File: src/rtl/rr_stage.sv
// Register-read stage: 8x16 register file, EX/MEM/WB operand forwarding,
// load-use stall with bubble insertion, and the RR/EX pipeline register.
module rr_stage #(
  parameter int CTRL_W = 16
) (
  input  logic              clk,
  input  logic              rst_n,
  input  logic              valid_rr,
  input  logic [CTRL_W-1:0] ctrl_rr,
  input  logic              reg_wr_en_rr,
  input  logic              mem_write_en_rr,
  input  logic              is_load_rr,
  input  logic [2:0]        instr_ra_rr,
  input  logic [2:0]        instr_rb_rr,
  input  logic [2:0]        instr_rc_rr,
  input  logic              rd_ra_en,
  input  logic              rd_rb_en,
  input  logic [5:0]        instr_imm6_rr,
  input  logic [8:0]        instr_imm9_rr,
  input  logic [1:0]        imm_sel,
  input  logic [15:0]       pc_out_rr,
  input  logic [15:0]       pc_inc_rr,
  input  logic              ex_wr_en,
  input  logic              ex_is_load,
  input  logic [2:0]        ex_dest,
  input  logic [15:0]       ex_result,
  input  logic              mem_wr_en,
  input  logic [2:0]        mem_dest,
  input  logic [15:0]       mem_result,
  input  logic              wb_wr_en,
  input  logic [2:0]        wb_dest,
  input  logic [15:0]       wb_data,
  input  logic              flush,
  output logic              stall_out,
  output logic              valid_ex,
  output logic              reg_wr_en_ex,
  output logic              mem_write_en_ex,
  output logic              is_load_ex,
  output logic [CTRL_W-1:0] ctrl_ex,
  output logic [15:0]       ra_val_ex,
  output logic [15:0]       rb_val_ex,
  output logic [15:0]       imm_ex,
  output logic [15:0]       pc_out_ex,
  output logic [15:0]       pc_inc_ex,
  output logic [2:0]        instr_rc_ex
);

  logic [15:0] regfile [8];
  logic [15:0] ra_sel, rb_sel, imm_sel_val;
  logic        ex_fwd, hz, bubble;

  // A load's data does not exist until MEM, so EX forwarding excludes loads.
  assign ex_fwd = ex_wr_en && !ex_is_load;

  assign hz = valid_rr && ex_wr_en && ex_is_load &&
              ((rd_ra_en && ex_dest == instr_ra_rr) ||
               (rd_rb_en && ex_dest == instr_rb_rr));

  assign stall_out = rst_n && hz && !flush;
  assign bubble    = flush || hz || !valid_rr;

  // NOTE: every always_comb output gets a default first so no latch is inferred;
  // later assignments override earlier ones, giving EX > MEM > WB > regfile.
  always_comb begin
    ra_sel = regfile[instr_ra_rr];
    if (wb_wr_en  && wb_dest  == instr_ra_rr) ra_sel = wb_data;
    if (mem_wr_en && mem_dest == instr_ra_rr) ra_sel = mem_result;
    if (ex_fwd    && ex_dest  == instr_ra_rr) ra_sel = ex_result;

    rb_sel = regfile[instr_rb_rr];
    if (wb_wr_en  && wb_dest  == instr_rb_rr) rb_sel = wb_data;
    if (mem_wr_en && mem_dest == instr_rb_rr) rb_sel = mem_result;
    if (ex_fwd    && ex_dest  == instr_rb_rr) rb_sel = ex_result;
  end

  always_comb begin
    imm_sel_val = 16'h0000;
    unique case (imm_sel)
      2'b00: imm_sel_val = {{10{instr_imm6_rr[5]}}, instr_imm6_rr};
      2'b01: imm_sel_val = {{7{instr_imm9_rr[8]}}, instr_imm9_rr};
      2'b10: imm_sel_val = {instr_imm9_rr, 7'b0};
      2'b11: imm_sel_val = 16'h0000;
    endcase
  end

  // NOTE: the register file is a real storage array that must read as zero
  // after reset, so it is cleared here; the write port ignores stall/flush.
  always_ff @(posedge clk) begin
    if (!rst_n) begin
      for (int i = 0; i < 8; i++) regfile[i] <= 16'h0000;
    end else if (wb_wr_en) begin
      regfile[wb_dest] <= wb_data;
    end
  end

  // NOTE: sequential state uses non-blocking assignments so every register
  // samples pre-edge values regardless of statement order.
  always_ff @(posedge clk) begin
    if (!rst_n || bubble) begin
      valid_ex        <= 1'b0;
      reg_wr_en_ex    <= 1'b0;
      mem_write_en_ex <= 1'b0;
      is_load_ex      <= 1'b0;
      ctrl_ex         <= '0;
      ra_val_ex       <= 16'h0000;
      rb_val_ex       <= 16'h0000;
      imm_ex          <= 16'h0000;
      pc_out_ex       <= 16'h0000;
      pc_inc_ex       <= 16'h0000;
      instr_rc_ex     <= 3'd0;
    end else begin
      valid_ex        <= 1'b1;
      reg_wr_en_ex    <= reg_wr_en_rr;
      mem_write_en_ex <= mem_write_en_rr;
      is_load_ex      <= is_load_rr;
      ctrl_ex         <= ctrl_rr;
      ra_val_ex       <= ra_sel;
      rb_val_ex       <= rb_sel;
      imm_ex          <= imm_sel_val;
      pc_out_ex       <= pc_out_rr;
      pc_inc_ex       <= pc_inc_rr;
      instr_rc_ex     <= instr_rc_rr;
    end
  end

endmodule
File: config.mk
export PLATFORM = sky130hd
export DESIGN_NAME = rr_stage
export DESIGN_NICKNAME = d
export VERILOG_FILES = /design/src/rtl/rr_stage.sv
export SDC_FILE = /design/constraint.sdc
export NUM_CORES = 1
export LEC_CHECK = 0
export CORE_UTILIZATION = 51
export CTS_CLUSTER_DIAMETER = 50
export DETAILED_ROUTE_END_ITERATION = 16
export PLACE_DENSITY = 0.81
export SLEW_MARGIN = 20
export SYNTH_ARGS = -nofsm -noshare
export SYNTH_HDL_FRONTEND = slang
export SYNTH_SLANG_ARGS = --single-unit
File: constraint.sdc
create_clock -name clk -period 3.9 [get_ports clk]
set_clock_uncertainty 0.15 [all_clocks]
set_input_delay 0.975 -clock clk [delete_from_list [all_inputs] [get_ports clk]]
set_output_delay 0.975 -clock clk [all_outputs]
set_load 0.02 [all_outputs]
==> results.txt <==
The run finished with clean final reports. At the end of the flow, the number of nets in the layout was 1,238. The normalized max-slew margin is 40.4%.

Counting every instance in the synthesized netlist gives 829. The clock sink total was 231. The logs give 6.06 mW for the total power of the final layout and 8,489 for the number of global-route vias before repair. The critical path startpoint category was an input port. Summed over all cells, the static leakage comes to 5.20 nW. From left edge to right edge, the die measures 148 microns. The portion of the post-synthesis area used by sequential elements is 54.7%. Vias per cell: 5.96. In the global route stage, overall resource usage came out at 29.7%. For the placed standard-cell area, the log shows 0.0137 sq mm. The floorplan step defined a core boundary enclosing 0.0205 sq mm. In the finished design, the share of the clock period the worst path needs comes to 94.3%. On the critical path, the stage with the largest delay is an instance of sky130_fd_sc_hd__clkdlybuf4s50_1.

The delay of the slowest critical-path stage was 0.46 ns; the later-pin clock latency in the skew report was 0.53 ns. The first-pass GRT wire length was 48,400 microns; the placer congestion estimate was 0.878. After legalization and detailed placement, the total HPWL measured 21,600 microns. Clock root buffer master: sky130_fd_sc_hd__clkbuf_16.

The first-pass iteration count of the detailed router came out at 6. For the count of final max-slew check failures, the log shows 0. The logs give 0 for the total of hold buffers inserted after clock tree synthesis and 0 for the residual antenna-violating net count after detailed routing. The post-synthesis net count came out at 973.

For this run, design rule violations remaining after detail routing come to 0. The share of layout cells above drive strength 1 is 18.3%, and the critical path data required time is 2.77 ns. VDD sags by at most 0.303 mV. For the total standard cell area after synthesis, the log shows 0.0108 sq mm. The total of warnings raised by yosys came out at 0. The run gives 0.0146 sq mm as the final design instance area without fill.

Total of flip-flops plus latches after synthesis: 231. The layout overhead on the synthesized area works out to 34.8%. Setup repair after global routing left no endpoint under its margin. The final core utilization was 71.0%; the y dimension of the die was 148 microns. The highest attainable clock frequency was 272 MHz. The count of port buffers added during placement was 247.

The tool flagged a number of max-cap violations equal to 0. The average instance in the mapped netlist occupies 13.0 sq um. In this run the post-CTS setup repair buffer count came out at 0. Clock-pin slew was measured on the worst setup and hold paths at 0.06 ns. STA classifies the critical path endpoint as an output pin. Antenna diode count: 0. Of all nets on the critical path, the largest fanout is 2. The logs give 43 for the number of library cell types mapped by synthesis and 52.7% for the starting utilization of the core area.

The layout has 1,433 filler cells. During I/O placement, the number of pins put on the boundary was 248. The final wirelength is 32,200 microns. Traced cell by cell, the critical path runs through clkdlybuf4s50_1, xor2_1, nor4b_2, o2111ai_1, nor3b_1, clkbuf_2. Subtracting the final worst setup slack from the clock period gives 3.68 ns. STA puts the critical path data arrival time at 2.55 ns. Path type of the worst min-delay path: reg -> reg. Counting both buffers and inverters, the worst setup path holds a total of 2. For this run, asynchronously set or reset flops after synthesis account for 0%. Power spread over the standard cell area amounts to 416 mW/mm^2.

Final global-route overflow total: 0. For the worst setup margin, the log shows 0.224 ns. The largest delay contributor family on the critical path was buffers and inverters. The tools report the number of buffers on the longest clock path as 3.

The worst setup slack before clock tree synthesis was -0.292 ns; the average routed wire per standard cell was 23.3 microns. The first routing iteration left 788 violations. The initial antenna violation count is 0, and the area of the die is 0.0218 sq mm.

Number of placement rows: 52. Via count of the routed design: 8,259. Counting flops with a built-in enable in the synthesized netlist gives 128. The run gives 1 as the maximum level of the CTS H-tree.

At the pin with the least slew margin, the transition time is 0.892 ns. Final-report hold violation count: 0. The kind of critical path was in -> out.

TritonCTS built the clock tree. Setup violations remaining at the end of the flow were counted as 0. The primary flip-flop cell chosen by synthesis mapping was sky130_fd_sc_hd__edfxtp_1.

Clock tree synthesis inserted a total of 28 buffers. Entering global routing, the biggest net connects 56 pins.
-- sequential cells by signal, indices dropped and copies added, names as in the netlist --
signal	count
ctrl_ex	16
imm_ex	16
instr_rc_ex	3
is_load_ex	1
mem_write_en_ex	1
pc_inc_ex	16
pc_out_ex	16
ra_val_ex	16
rb_val_ex	16
reg_wr_en_ex	1
regfile	128
valid_ex	1
-- placed cells by master, fill, tap and decap left out, types with 2 or more instances in the layout --
master | synthesis | final
sky130_fd_sc_hd__nand2_1 | 42 | 42
sky130_fd_sc_hd__nand4_1 | 2 | 2
sky130_fd_sc_hd__a31o_2 | 2 | 2
sky130_fd_sc_hd__dfxtp_1 | 103 | 103
sky130_fd_sc_hd__clkinv_4 | 0 | 3
sky130_fd_sc_hd__clkinv_1 | 0 | 2
sky130_fd_sc_hd__nor2_1 | 16 | 16
sky130_fd_sc_hd__nor2b_1 | 2 | 2
sky130_fd_sc_hd__clkdlybuf4s50_1 | 0 | 244
sky130_fd_sc_hd__xor2_1 | 12 | 12
sky130_fd_sc_hd__buf_4 | 10 | 52
sky130_fd_sc_hd__and4_1 | 2 | 2
sky130_fd_sc_hd__o21a_1 | 8 | 8
sky130_fd_sc_hd__nand3_1 | 2 | 2
sky130_fd_sc_hd__clkbuf_16 | 0 | 30
sky130_fd_sc_hd__or3_1 | 4 | 4
sky130_fd_sc_hd__o22ai_1 | 4 | 4
sky130_fd_sc_hd__mux4_1 | 6 | 6
sky130_fd_sc_hd__buf_2 | 10 | 2
sky130_fd_sc_hd__xnor2_1 | 6 | 6
sky130_fd_sc_hd__nor3_1 | 49 | 49
sky130_fd_sc_hd__clkinvlp_4 | 0 | 3
sky130_fd_sc_hd__a221oi_1 | 28 | 28
sky130_fd_sc_hd__nor4_4 | 1 | 2
sky130_fd_sc_hd__clkbuf_8 | 0 | 2
sky130_fd_sc_hd__edfxtp_1 | 128 | 128
sky130_fd_sc_hd__a21oi_1 | 41 | 41
sky130_fd_sc_hd__mux2_2 | 32 | 32
sky130_fd_sc_hd__clkbuf_1 | 34 | 7
sky130_fd_sc_hd__o21ai_1 | 0 | 6
sky130_fd_sc_hd__a211oi_2 | 3 | 4
sky130_fd_sc_hd__a221oi_2 | 4 | 4
sky130_fd_sc_hd__mux2i_1 | 5 | 5
sky130_fd_sc_hd__and2_1 | 182 | 182
sky130_fd_sc_hd__mux4_2 | 58 | 58
sky130_fd_sc_hd__clkinv_2 | 0 | 4
sky130_fd_sc_hd__nor4b_2 | 0 | 2
sky130_fd_sc_hd__nand2b_1 | 5 | 5
-- power by group --
group          switching [mW]  total [mW]  internal, mW
Clock                   0.997        2.44          1.45
Sequential             0.0535        2.74          2.69
Combinational           0.416       0.875         0.460
Total                    1.47        6.06          4.60
-- per-layer routing --
| metal | vias up | track usage (%) | routed length (microns) |
|---|---|---|---|
| li1 | 3607 | - | - |
| met1 | 4047 | 37.5 | 11900 |
| met2 | 518 | 50.8 | 16200 |
| met3 | 87 | 5.06 | 3190 |
| met4 | 0 | 12.2 | 966 |
| met5 | - | 0 | 0 |
-- logic make-up (layout without fill, tap and decap cells) --
kind of cell	after synthesis	after routing	share of synthesized area, %
flops	231	231	54.7
buf+inv	67	354	3.49
mux	101	101	17.4
xor+xnor	18	18	1.46
simple gates	313	313	16.5
compound gates	99	99	6.51
-- Yosys cell counts, types with 2 or more instances --
library cell               number  area, sq um
sky130_fd_sc_hd__a211oi_2       3         37.5
sky130_fd_sc_hd__a21oi_1       41          205
sky130_fd_sc_hd__a221oi_1      28          245
sky130_fd_sc_hd__a221oi_2       4         60.1
sky130_fd_sc_hd__a31o_2         2         17.5
sky130_fd_sc_hd__and2_1       182         1140
sky130_fd_sc_hd__and4_1         2         17.5
sky130_fd_sc_hd__buf_12         2         40.0
sky130_fd_sc_hd__buf_2         10         50.1
sky130_fd_sc_hd__buf_4         10         75.1
sky130_fd_sc_hd__buf_6          5         56.3
sky130_fd_sc_hd__clkbuf_1      34          128
sky130_fd_sc_hd__clkbuf_2       4         20.0
sky130_fd_sc_hd__dfxtp_1      103         2060
sky130_fd_sc_hd__edfxtp_1     128         3840
sky130_fd_sc_hd__mux2_2        32          360
sky130_fd_sc_hd__mux2i_1        5         50.1
sky130_fd_sc_hd__mux4_1         6          158
sky130_fd_sc_hd__mux4_2        58         1310
sky130_fd_sc_hd__nand2_1       42          158
sky130_fd_sc_hd__nand2b_1       5         31.3
sky130_fd_sc_hd__nand3_1        2         10.0
sky130_fd_sc_hd__nand4_1        2         12.5
sky130_fd_sc_hd__nor2_1        16         60.1
sky130_fd_sc_hd__nor2b_1        2         12.5
sky130_fd_sc_hd__nor3_1        49          245
sky130_fd_sc_hd__nor4b_1        2         17.5
sky130_fd_sc_hd__o21a_1         8         60.1
sky130_fd_sc_hd__o21ai_0        6         30.0
sky130_fd_sc_hd__o22ai_1        4         25.0
sky130_fd_sc_hd__or3_1          4         25.0
sky130_fd_sc_hd__xnor2_1        6         52.6
sky130_fd_sc_hd__xor2_1        12          105
-- what timing repair did --
item / 4_1_cts / 5_1_grt
gates resized for setup: 2 / 4
setup endpoints to repair: 1 / 1
gates cloned: 0 / 0
-- tightest hold or removal path, cell delays in order, from the launching register on --
cell	delay, ns
sky130_fd_sc_hd__edfxtp_1	0.34
sky130_fd_sc_hd__mux4_2	0.23
sky130_fd_sc_hd__mux2_2	0.14
sky130_fd_sc_hd__nand2_1	0.07
sky130_fd_sc_hd__a21oi_1	0.12
-- final timing paths --
kind | start | endpoint | slack (ns) | cells after the start
setup / recovery | ex_dest[1] | stall_out | 0.22 | 6
setup reg to reg | regfile[7][0] | rb_val_ex[0] | 1.98 | 4
hold reg to reg | regfile[6][14] | rb_val_ex[14] | 0.78 | 4
hold / removal | regfile[6][14] | rb_val_ex[14] | 0.78 | 4
-- final cells by class --
| cell class | count | area (sq um) | share of cell area [%] |
|---|---|---|---|
| clock inverter | 13 | 87.6 | 0.602 |
| sequential | 231 | 5910 | 40.6 |
| timing repair buffer | 300 | 2870 | 19.7 |
| tap | 270 | 338 | 2.32 |
| multi-input combinational | 531 | 4550 | 31.2 |
| inverter | 2 | 7.51 | 0.0516 |
| clock buffer | 39 | 805 | 5.53 |
-- per-stage QoR --
step	cells	hold slack (ns)	setup TNS, ns
5_1_grt	1386	0.813	0
2_1_floorplan	829	0.675	0
3_5_place_dp	1334	0.760	-0.292
6_report	1386	0.783	0
4_1_cts	1386	0.781	0
3_3_place_gp	1334	0.740	-0.181
Power figures use the tool's default switching activity.
